<file path="config.mk">
export PLATFORM = sky130hd
export DESIGN_NAME = seg7_scan_driver_flat
export DESIGN_NICKNAME = d
export VERILOG_FILES = /design/src/rtl/seg7_pkg.sv /design/src/rtl/seg7_scan_driver_if.sv /design/src/rtl/seg7_hex_lut.sv /design/src/rtl/seg7_scan_driver.sv /design/src/flat_wrapper.sv
export SDC_FILE = /design/constraint.sdc
export NUM_CORES = 1
export LEC_CHECK = 0
export CAP_MARGIN = 10
export CORE_ASPECT_RATIO = 1.5
export CORE_MARGIN = 5
export CORE_UTILIZATION = 58
export DETAILED_ROUTE_END_ITERATION = 10
export GPL_TIMING_DRIVEN = 0
export HOLD_SLACK_MARGIN = 0.12
export PLACE_DENSITY = 0.82
export SLEW_MARGIN = 30
export SYNTH_ARGS = -nofsm -noshare
export SYNTH_HDL_FRONTEND = slang
export SYNTH_HIERARCHICAL = 1
export SYNTH_SLANG_ARGS = --single-unit
</file>
<file path="constraint.sdc">
create_clock -name clk -period 3.65 [get_ports clk]
set_clock_uncertainty 0.15 [all_clocks]
set_input_delay 0.9125 -clock clk [delete_from_list [all_inputs] [get_ports clk]]
set_output_delay 0.9125 -clock clk [all_outputs]
set_load 0.005 [all_outputs]
</file>
<file path="src/rtl/seg7_pkg.sv">
// Shared constants for the 7-segment scan driver: hex glyph table, blank pattern,
// segment bit positions and a polarity helper. Patterns are stored active-low.
package seg7_pkg;

  // Bit positions inside a {g,f,e,d,c,b,a} pattern
  localparam int SEG_A = 0;
  localparam int SEG_B = 1;
  localparam int SEG_C = 2;
  localparam int SEG_D = 3;
  localparam int SEG_E = 4;
  localparam int SEG_F = 5;
  localparam int SEG_G = 6;

  localparam logic [6:0] SEG_OFF = 7'b1111111;

  localparam logic [0:15][6:0] HEX_TABLE = '{
    7'b1000000, 7'b1111001, 7'b0100100, 7'b0110000,
    7'b0011001, 7'b0010010, 7'b0000010, 7'b1111000,
    7'b0000000, 7'b0011000, 7'b0001000, 7'b0000011,
    7'b1000110, 7'b0100001, 7'b0000110, 7'b0001110
  };

  function automatic logic [6:0] seg_polarity(input logic [6:0] pat_al, input logic active_low);
    return active_low ? pat_al : ~pat_al;
  endfunction

endpackage

</file>
<file path="src/rtl/seg7_scan_driver_if.sv">
// Bus between the value source and the scan driver: load strobe/value in,
// registered segment/digit drive and the frame pulse out.
interface seg7_scan_driver_if #(
  parameter int NUM_DIGITS = 4
);
  import seg7_pkg::*;

  logic                    load;
  logic [4*NUM_DIGITS-1:0] value_in;
  logic [6:0]              seg_out;
  logic [NUM_DIGITS-1:0]   dig_sel;
  logic                    frame_done;

  modport master (
    output load, value_in,
    input  seg_out, dig_sel, frame_done
  );

  modport slave (
    input  load, value_in,
    output seg_out, dig_sel, frame_done
  );
endinterface

</file>
<file path="src/rtl/seg7_hex_lut.sv">
// Combinational nibble to active-low 7-segment glyph lookup.
module seg7_hex_lut
  import seg7_pkg::*;
(
  input  logic [3:0] i_nibble,
  output logic [6:0] o_seg
);
  always_comb begin
    o_seg = HEX_TABLE[i_nibble];
  end
endmodule

</file>
<file path="src/rtl/seg7_scan_driver.sv">
// Multiplexed hex display scanner with per-slot anti-ghost blanking.
// Optional leading-zero suppression is enabled by defining SEG7_LZ_BLANK_EN.
module seg7_scan_driver
  import seg7_pkg::*;
#(
  parameter int NUM_DIGITS = 4,
  parameter int SCAN_DIV   = 50000,
  parameter int BLANK_CYC  = 2,
  parameter int ACTIVE_LOW = 1
) (
  input  logic clk,
  input  logic rst_n,
  seg7_scan_driver_if.slave bus
);

  localparam int   CNT_W = (SCAN_DIV > 1) ? $clog2(SCAN_DIV) : 1;
  localparam int   IDX_W = (NUM_DIGITS > 1) ? $clog2(NUM_DIGITS) : 1;
  localparam logic POL_LOW = (ACTIVE_LOW != 0);
  localparam logic [6:0] SEG_IDLE = seg_polarity(SEG_OFF, POL_LOW);
  localparam logic [NUM_DIGITS-1:0] DIG_IDLE = POL_LOW ? {NUM_DIGITS{1'b1}} : {NUM_DIGITS{1'b0}};

  logic [4*NUM_DIGITS-1:0] r_value;
  logic [CNT_W-1:0]        r_cnt;
  logic [IDX_W-1:0]        r_idx;
  logic [6:0]              r_seg;
  logic [NUM_DIGITS-1:0]   r_dig;
  logic                    r_frame;

  logic                    w_cnt_wrap;
  logic                    w_last_idx;
  logic                    w_blank;
  logic                    w_lz;
  logic [3:0]              w_nibble;
  logic [6:0]              w_pat_al;
  logic [NUM_DIGITS-1:0]   w_onehot;

  assign w_cnt_wrap = (r_cnt == CNT_W'(SCAN_DIV - 1));
  assign w_last_idx = (r_idx == IDX_W'(NUM_DIGITS - 1));
  assign w_blank    = (32'(r_cnt) < BLANK_CYC);
  assign w_nibble   = r_value[4*r_idx +: 4];
  assign w_onehot   = NUM_DIGITS'(1) << r_idx;

`ifdef SEG7_LZ_BLANK_EN
  // A digit is a leading zero when it and every nibble above it are zero
  assign w_lz = (r_idx != '0) && ((r_value >> (4*r_idx)) == '0);
`else
  assign w_lz = 1'b0;
`endif

  seg7_hex_lut u_lut (
    .i_nibble (w_nibble),
    .o_seg    (w_pat_al)
  );

  // Scan state plus output registers, one cycle behind cnt/idx/value
  always_ff @(posedge clk or negedge rst_n) begin
    if (!rst_n) begin
      r_value <= '0;
      r_cnt   <= '0;
      r_idx   <= '0;
      r_seg   <= SEG_IDLE;
      r_dig   <= DIG_IDLE;
      r_frame <= 1'b0;
    end else begin
      if (bus.load) r_value <= bus.value_in;
      r_cnt <= w_cnt_wrap ? '0 : r_cnt + 1'b1;
      if (w_cnt_wrap) r_idx <= w_last_idx ? '0 : r_idx + 1'b1;
      r_seg   <= w_blank ? SEG_IDLE : seg_polarity(w_lz ? SEG_OFF : w_pat_al, POL_LOW);
      r_dig   <= w_blank ? DIG_IDLE : (POL_LOW ? ~w_onehot : w_onehot);
      r_frame <= w_cnt_wrap && w_last_idx;
    end
  end

  assign bus.seg_out    = r_seg;
  assign bus.dig_sel    = r_dig;
  assign bus.frame_done = r_frame;

endmodule

</file>
<file path="src/flat_wrapper.sv">
// flat-port wrapper written by rule: the top's interface ports become plain ports
module seg7_scan_driver_flat import seg7_pkg::*;
#(
  parameter int NUM_DIGITS = 4,
  parameter int SCAN_DIV   = 50000,
  parameter int BLANK_CYC  = 2,
  parameter int ACTIVE_LOW = 1
)
  (clk, rst_n, bus_load, bus_value_in, bus_seg_out, bus_dig_sel, bus_frame_done);
  seg7_scan_driver_if #(.NUM_DIGITS(NUM_DIGITS)) bus_i ();
  input  logic clk;
  input  logic rst_n;
  input wire logic [$bits(bus_i.load)-1:0] bus_load;
  input wire logic [$bits(bus_i.value_in)-1:0] bus_value_in;
  output wire logic [$bits(bus_i.seg_out)-1:0] bus_seg_out;
  output wire logic [$bits(bus_i.dig_sel)-1:0] bus_dig_sel;
  output wire logic [$bits(bus_i.frame_done)-1:0] bus_frame_done;
  assign bus_i.load = bus_load;
  assign bus_i.value_in = bus_value_in;
  assign bus_seg_out = bus_i.seg_out;
  assign bus_dig_sel = bus_i.dig_sel;
  assign bus_frame_done = bus_i.frame_done;
  seg7_scan_driver #(.NUM_DIGITS(NUM_DIGITS), .SCAN_DIV(SCAN_DIV), .BLANK_CYC(BLANK_CYC), .ACTIVE_LOW(ACTIVE_LOW)) u_core (.clk(clk), .rst_n(rst_n), .bus(bus_i));
endmodule
</file>
==> After elaboration in Yosys (flattened, before gate mapping) <==
Memory sizes are Yosys's and may differ from the RTL's.
Index checks and enable logic that the tools add are counted.
{ "op_classes": {"n_bitwise": 2, "order_cmp": 2, "n_addsub": 2, "n_shift": 2, "eq_ne": 2, "n_reduce_logical": 1, "mux": 6} }
{ "ops": {"columns": ["cell", "n"], "rows": [
  ["$mux 7", 3],
  ["$add 16x1->16 const B", 1],
  ["$eq 16x16->1 const B", 1],
  ["$lt 16x2->1 const B", 1],
  ["$mux 16", 1],
  ["$shiftx 16x5->4", 1],
  ["$ge 5x5->1 const B", 1],
  ["$not 4->5", 1],
  ["$mux 4", 1],
  ["$not 4->4", 1],
  ["$shl 1x2->4 const A", 1],
  ["$add 2x1->2 const B", 1],
  ["$eq 2x2->1 const B", 1],
  ["$mux 2", 1],
  ["$logic_and 1x1->1", 1]
]} }
{ "word_totals": {"elab_cells": 24, "romBits": 112, "register_bits": 46, "mem_count": 1, "inputBits": 19, "output_inout_bits": 12} }
{ "mem_list": {"columns": ["name", "depth", "width", "rd", "rd_clocked_by_memory_dff", "wr", "line_no", "text"], "rows": [
  ["(no name shown)", 16, 7, 1, 0, 0, "seg7_hex_lut.sv:9", "o_seg = HEX_TABLE[i_nibble];"]
]} }

==> Depth between registers and ports, before layout <==
{ "depth": {"ltp_word": 6, "ltp_mapped": 8, "mapped_depth_nobuf": 7} }

==> By module <==
The synthesis kept the hierarchy.
{ "by_module_without_submodules": {"columns": ["module", "instances", "area_each_um2", "cells_each"], "rows": [
  ["seg7_scan_driver", 1, 1975.6, 149],
  ["seg7_hex_lut", 1, 260.2, 37]
]} }

==> Worst setup path before layout <==
No wires, ideal clock.
{ "synth_timing": {"path_kind": "register -> register", "start": "register u_core.r_idx[0]", "end": "register u_core.r_seg[1], in the netlist u_core/bus.seg_out[1]", "path_stages_with_launch": 9, "n_path_buf": 1, "required_ps": 3412, "slack_ps": 1485, "t_arrival_ps": 1927, "period_less_slack_ps": 2165, "setup_ps": 88, "path_cell_list": "dfrtp_1 > buf_2 > mux4_2 > inv_1 > ha_1 > nand2b_1 > o21ai_1 > a32o_1 > nand2b_1"} }
{ "synth_between": {"elab_chain_len": 6} }
{ "synth_rtl": {"columns": ["item", "line_no", "text"], "rows": [
  ["start: declaration", "seg7_scan_driver.sv:24", "logic [IDX_W-1:0] r_idx;"],
  ["start signal: assignment", "seg7_scan_driver.sv:67", "if (w_cnt_wrap) r_idx <= w_last_idx ? '0 : r_idx + 1'b1;"],
  ["$shiftx 16x5->4", "seg7_scan_driver.sv:40", "assign w_nibble = r_value[4*r_idx +: 4];"],
  ["net u_core.w_nibble[0]", "seg7_scan_driver.sv:33", "logic [3:0] w_nibble;"],
  ["$not 4->5 (not written as such)", "seg7_hex_lut.sv:9", null],
  ["$mem_v2 16x7", null, null],
  ["$mux 7 (not written as such) (2 in series)", "seg7_hex_lut.sv:9", null],
  ["net u_core.w_pat_al[1]", "seg7_scan_driver.sv:34", "logic [6:0] w_pat_al;"],
  ["$mux 7", "seg7_scan_driver.sv:68", "r_seg <= w_blank ? SEG_IDLE : seg_polarity(w_lz ? SEG_OFF : w_pat_al, POL_LOW);"],
  ["end signal: assignment", "seg7_scan_driver.sv:68", null],
  ["end: declaration", "seg7_scan_driver.sv:25", "logic [6:0] r_seg;"]
]} }
The timed path passes the listed nets, and every way through them passes these cells. The select of a mux whose other input is x is not followed.
A chain may end at the register's enable or synchronous reset.

==> Worst setup path in the final report <==
Same ends and word-level chain as after synthesis.

==> run_results.csv <==
group,metric,value,unit
power,clkPwrFrac,0.341,
clock_tree,cts_hold_buf,0,
sta,finalWorstSetupSlack,1212,ps
clock_tree,clk_latency,300,ps
clock_tree,cts_setup_buffers,0,
global_route,grt_pass1_wl,7.514,mm
final_layout,area_delta_synth_final,21.32,%
drt,initialDrtViolationCount,57,
sta,fin_tns_setup,0,ps
setup_path,worstReg2RegEnd,"u_core/bus.seg_out[1]",
setup_path,ff2ff_path_depth,8,
logic_synthesis,synth_seq_cells,46,
global_route,antenna_found_initial,0,
floorplanning,dieArea,5223,sq um
place,place.gp.congestion,1.018,
power,ir_drop,0.3999,mV
sta,worstMarginPinSlew,514.1,ps
sta,slew-limit-headroom,0.6573,
setup_path,crit_required,3710,ps
global_route,grtUsageTotal,0.1921,
logic_synthesis,synth_ff_type,"dfrtp_1",
clock_tree,clock_sinks,46,
setup_path,critPathMaxFanout,7,
global_route,grt_util_met1,0.2254,
final_layout,final_util,0.7300,
logic_synthesis,yosysMostFrequentCell,"dfrtp_1",
floorplanning,ioPinCount,31,
final_layout,drive_gt1_frac,0.2232,
sta,period_minus_slack,2438,ps
logic_synthesis,yosysWarnings,6,
setup_path,arrival,2500,ps
place,portBuffers,29,
drt,drcViolationCount,0,
setup_path,r2r-start,"u_core/r_idx[0]",
sta,fmax,0.4102,GHz
logic_synthesis,synth-edff-count,0,
global_route,met2_usage,0.3291,
floorplanning,fp.dieW,60.70,um
logic_synthesis,synth_cell_type_count,35,
sta,setup_viol,0,
logic_synthesis,synth.largest_area_cell,"dfrtp_1",
drt,wl_per_cell,16.80,um
setup_path,ff2ff_setup_slack,1210,ps
logic_synthesis,ys_seq_area_frac,0.5210,
clock_tree,cts-resized-gates,0,
floorplanning,die_height,86.05,um
clock_tree,cts-root-buf,"clkbuf_8",
power,p_int,847.4,uW
clock_tree,h-tree-depth,2,
global_route,grt_overflow,0,
logic_synthesis,synth_commonest_cells,"dfrtp_1 (35), mux2_2 (17), nand2_1 (15)",
logic_synthesis,avgSynthCellArea,12.02,sq um
floorplanning,num_rows,27,
power,power.share.combinational,0.144,
clock_tree,cts-buffers-inserted,5,
setup_path,critPathCaptureType,"flip-flop",
logic_synthesis,synth_area,2236,sq um
final_layout,finalNetCount,253,
logic_synthesis,yosys.area.top_type_share,0.3917,
setup_path,crit_path_end,"u_core/bus.seg_out[1]",
floorplanning,initial_core_util,0.6017,
clock_tree,clkTransAtPathRegs,90,ps
global_route,use_met3,0.04518,
setup_path,start_kind,"flip-flop",
logic_synthesis,synth_cells,186,
drt,via_per_inst,5.772,
place,pre_cts_ws,1233,ps
clock_tree,cts_max_path_buffers,2,
power,power.density,403.7,nW/um^2
logic_synthesis,synth_area_leaders,"dfrtp_1 (39%), dfstp_2 (13%), mux2_2 (8.6%), ha_1 (6.2%), mux4_2 (4.0%)",
setup_path,cp-startpoint,"u_core/r_idx[0]",
final_layout,antenna_cells,0,
clock_tree,cts_tree,"done",
global_route,grt-busiest-layer,"met2",
global_route,grt_max_degree,26,
place,hpwl,3.455,mm
setup_path,worstSetupPathType,"flip-flop to flip-flop",
logic_synthesis,synthesis.nets,216,
power,leakage,1.168,nW
run,maxCapViolations,0,
power,net-switching-power,247.7,uW
status,run_status,"completed",
logic_synthesis,async_flop_share,1.000,
sta,slew_violations,0,
sta,finalHoldViolations,0,
power,p_seq_frac,0.515,
min_path,hold_path_class,"flip-flop to flip-flop",
floorplanning,core_area,3716,sq um
drt,via_count,1541,
drt,ant_nets,0,
global_route,grt_pass1_vias,1602,
power,total_power,1.095,mW
power,netSwitchingFraction,0.2262,
sta,post-route-period-util,0.6678,
drt,routed_wl,4.485,mm
drt,firstDrtPassIters,4,
sta,rsz0062_at_grt,"false",
[power groups by stage]
stage	clock network [mW]	logic, mW	registers, mW
floorplan	0	0.0818	0.571
global placement	0	0.148	0.572
detailed placement	0	0.159	0.574
CTS	0.383	0.159	0.564
global route	0.403	0.174	0.566
finish	0.374	0.158	0.563
[metrics by stage]
stage	area (sq um)	hold WS (ps)	std cells
finish	2713	349.5	267
global route	2713	365.1	267
CTS	2713	345.8	267
detailed placement	2603	331.1	259
global placement	2580	322.6	258
floorplan	2236	294.3	186
[worst min-delay path by stage]
stage | start | to | depth (start not counted)
2_1_floorplan | u_core/r_cnt[0] | u_core/r_cnt[0] | 1
3_3_place_gp | u_core/r_cnt[0] | u_core/r_cnt[0] | 1
3_5_place_dp | u_core/r_cnt[13] | u_core/r_cnt[13] | 1
4_1_cts | u_core/r_cnt[13] | u_core/r_cnt[13] | 1
5_1_grt | u_core/r_cnt[13] | u_core/r_cnt[13] | 1
6_report | u_core/r_cnt[13] | u_core/r_cnt[13] | 1
[registers in the layout, summed over array words and instances, names as in the netlist]
register,count
u_core/bus.seg_out,7
u_core/r_idx,2
u_core/r_value,16
u_core/bus.dig_sel,4
u_core/r_cnt,16
u_core/bus.frame_done,1
[cells in the final DEF, fill, tap and decap left out, types with 6 or more instances in the layout]
cell,n
nand2_1,15
ha_1,11
clkdlybuf4s50_1,28
nand2b_1,11
nor2_1,11
mux2_2,17
inv_1,6
dfstp_2,11
dfrtp_1,35
and4_1,6
[final cells by class]
class | instances | area [sq um]
multi-input combinational | 127 | 1003
tap | 43 | 53.80
sequential | 46 | 1165
clock inverter | 2 | 37.54
inverter | 6 | 22.52
buffer | 7 | 45.04
fill | 254 | 1003
clock buffer | 6 | 72.57
timing repair buffer | 30 | 312.8
[kinds of logic after synthesis]
kind of cell    Yosys count  synth area share
compound gates           16           0.04533
buf+inv                  13           0.03022
xor+xnor                 10           0.03917
flops                    46            0.5210
simple gates             65            0.1589
fa+ha+maj                11           0.06155
mux                      25            0.1438
[routing by layer]
layer / up-vias / routed length (um)
li1: 719 / -
met1: 771 / 1741
met2: 41 / 2437
met3: 10 / 213
met4: 0 / 92
met5: - / 0
[critical path: stages (launching register included)]
cell and delay (ps):
dfrtp_1 400, buf_2 250, mux4_2 630, inv_1 140, ha_1 260, nand2b_1 110
o21ai_1 70, a32o_1 200, nand2b_1 140
Power figures use the tool's default switching activity.
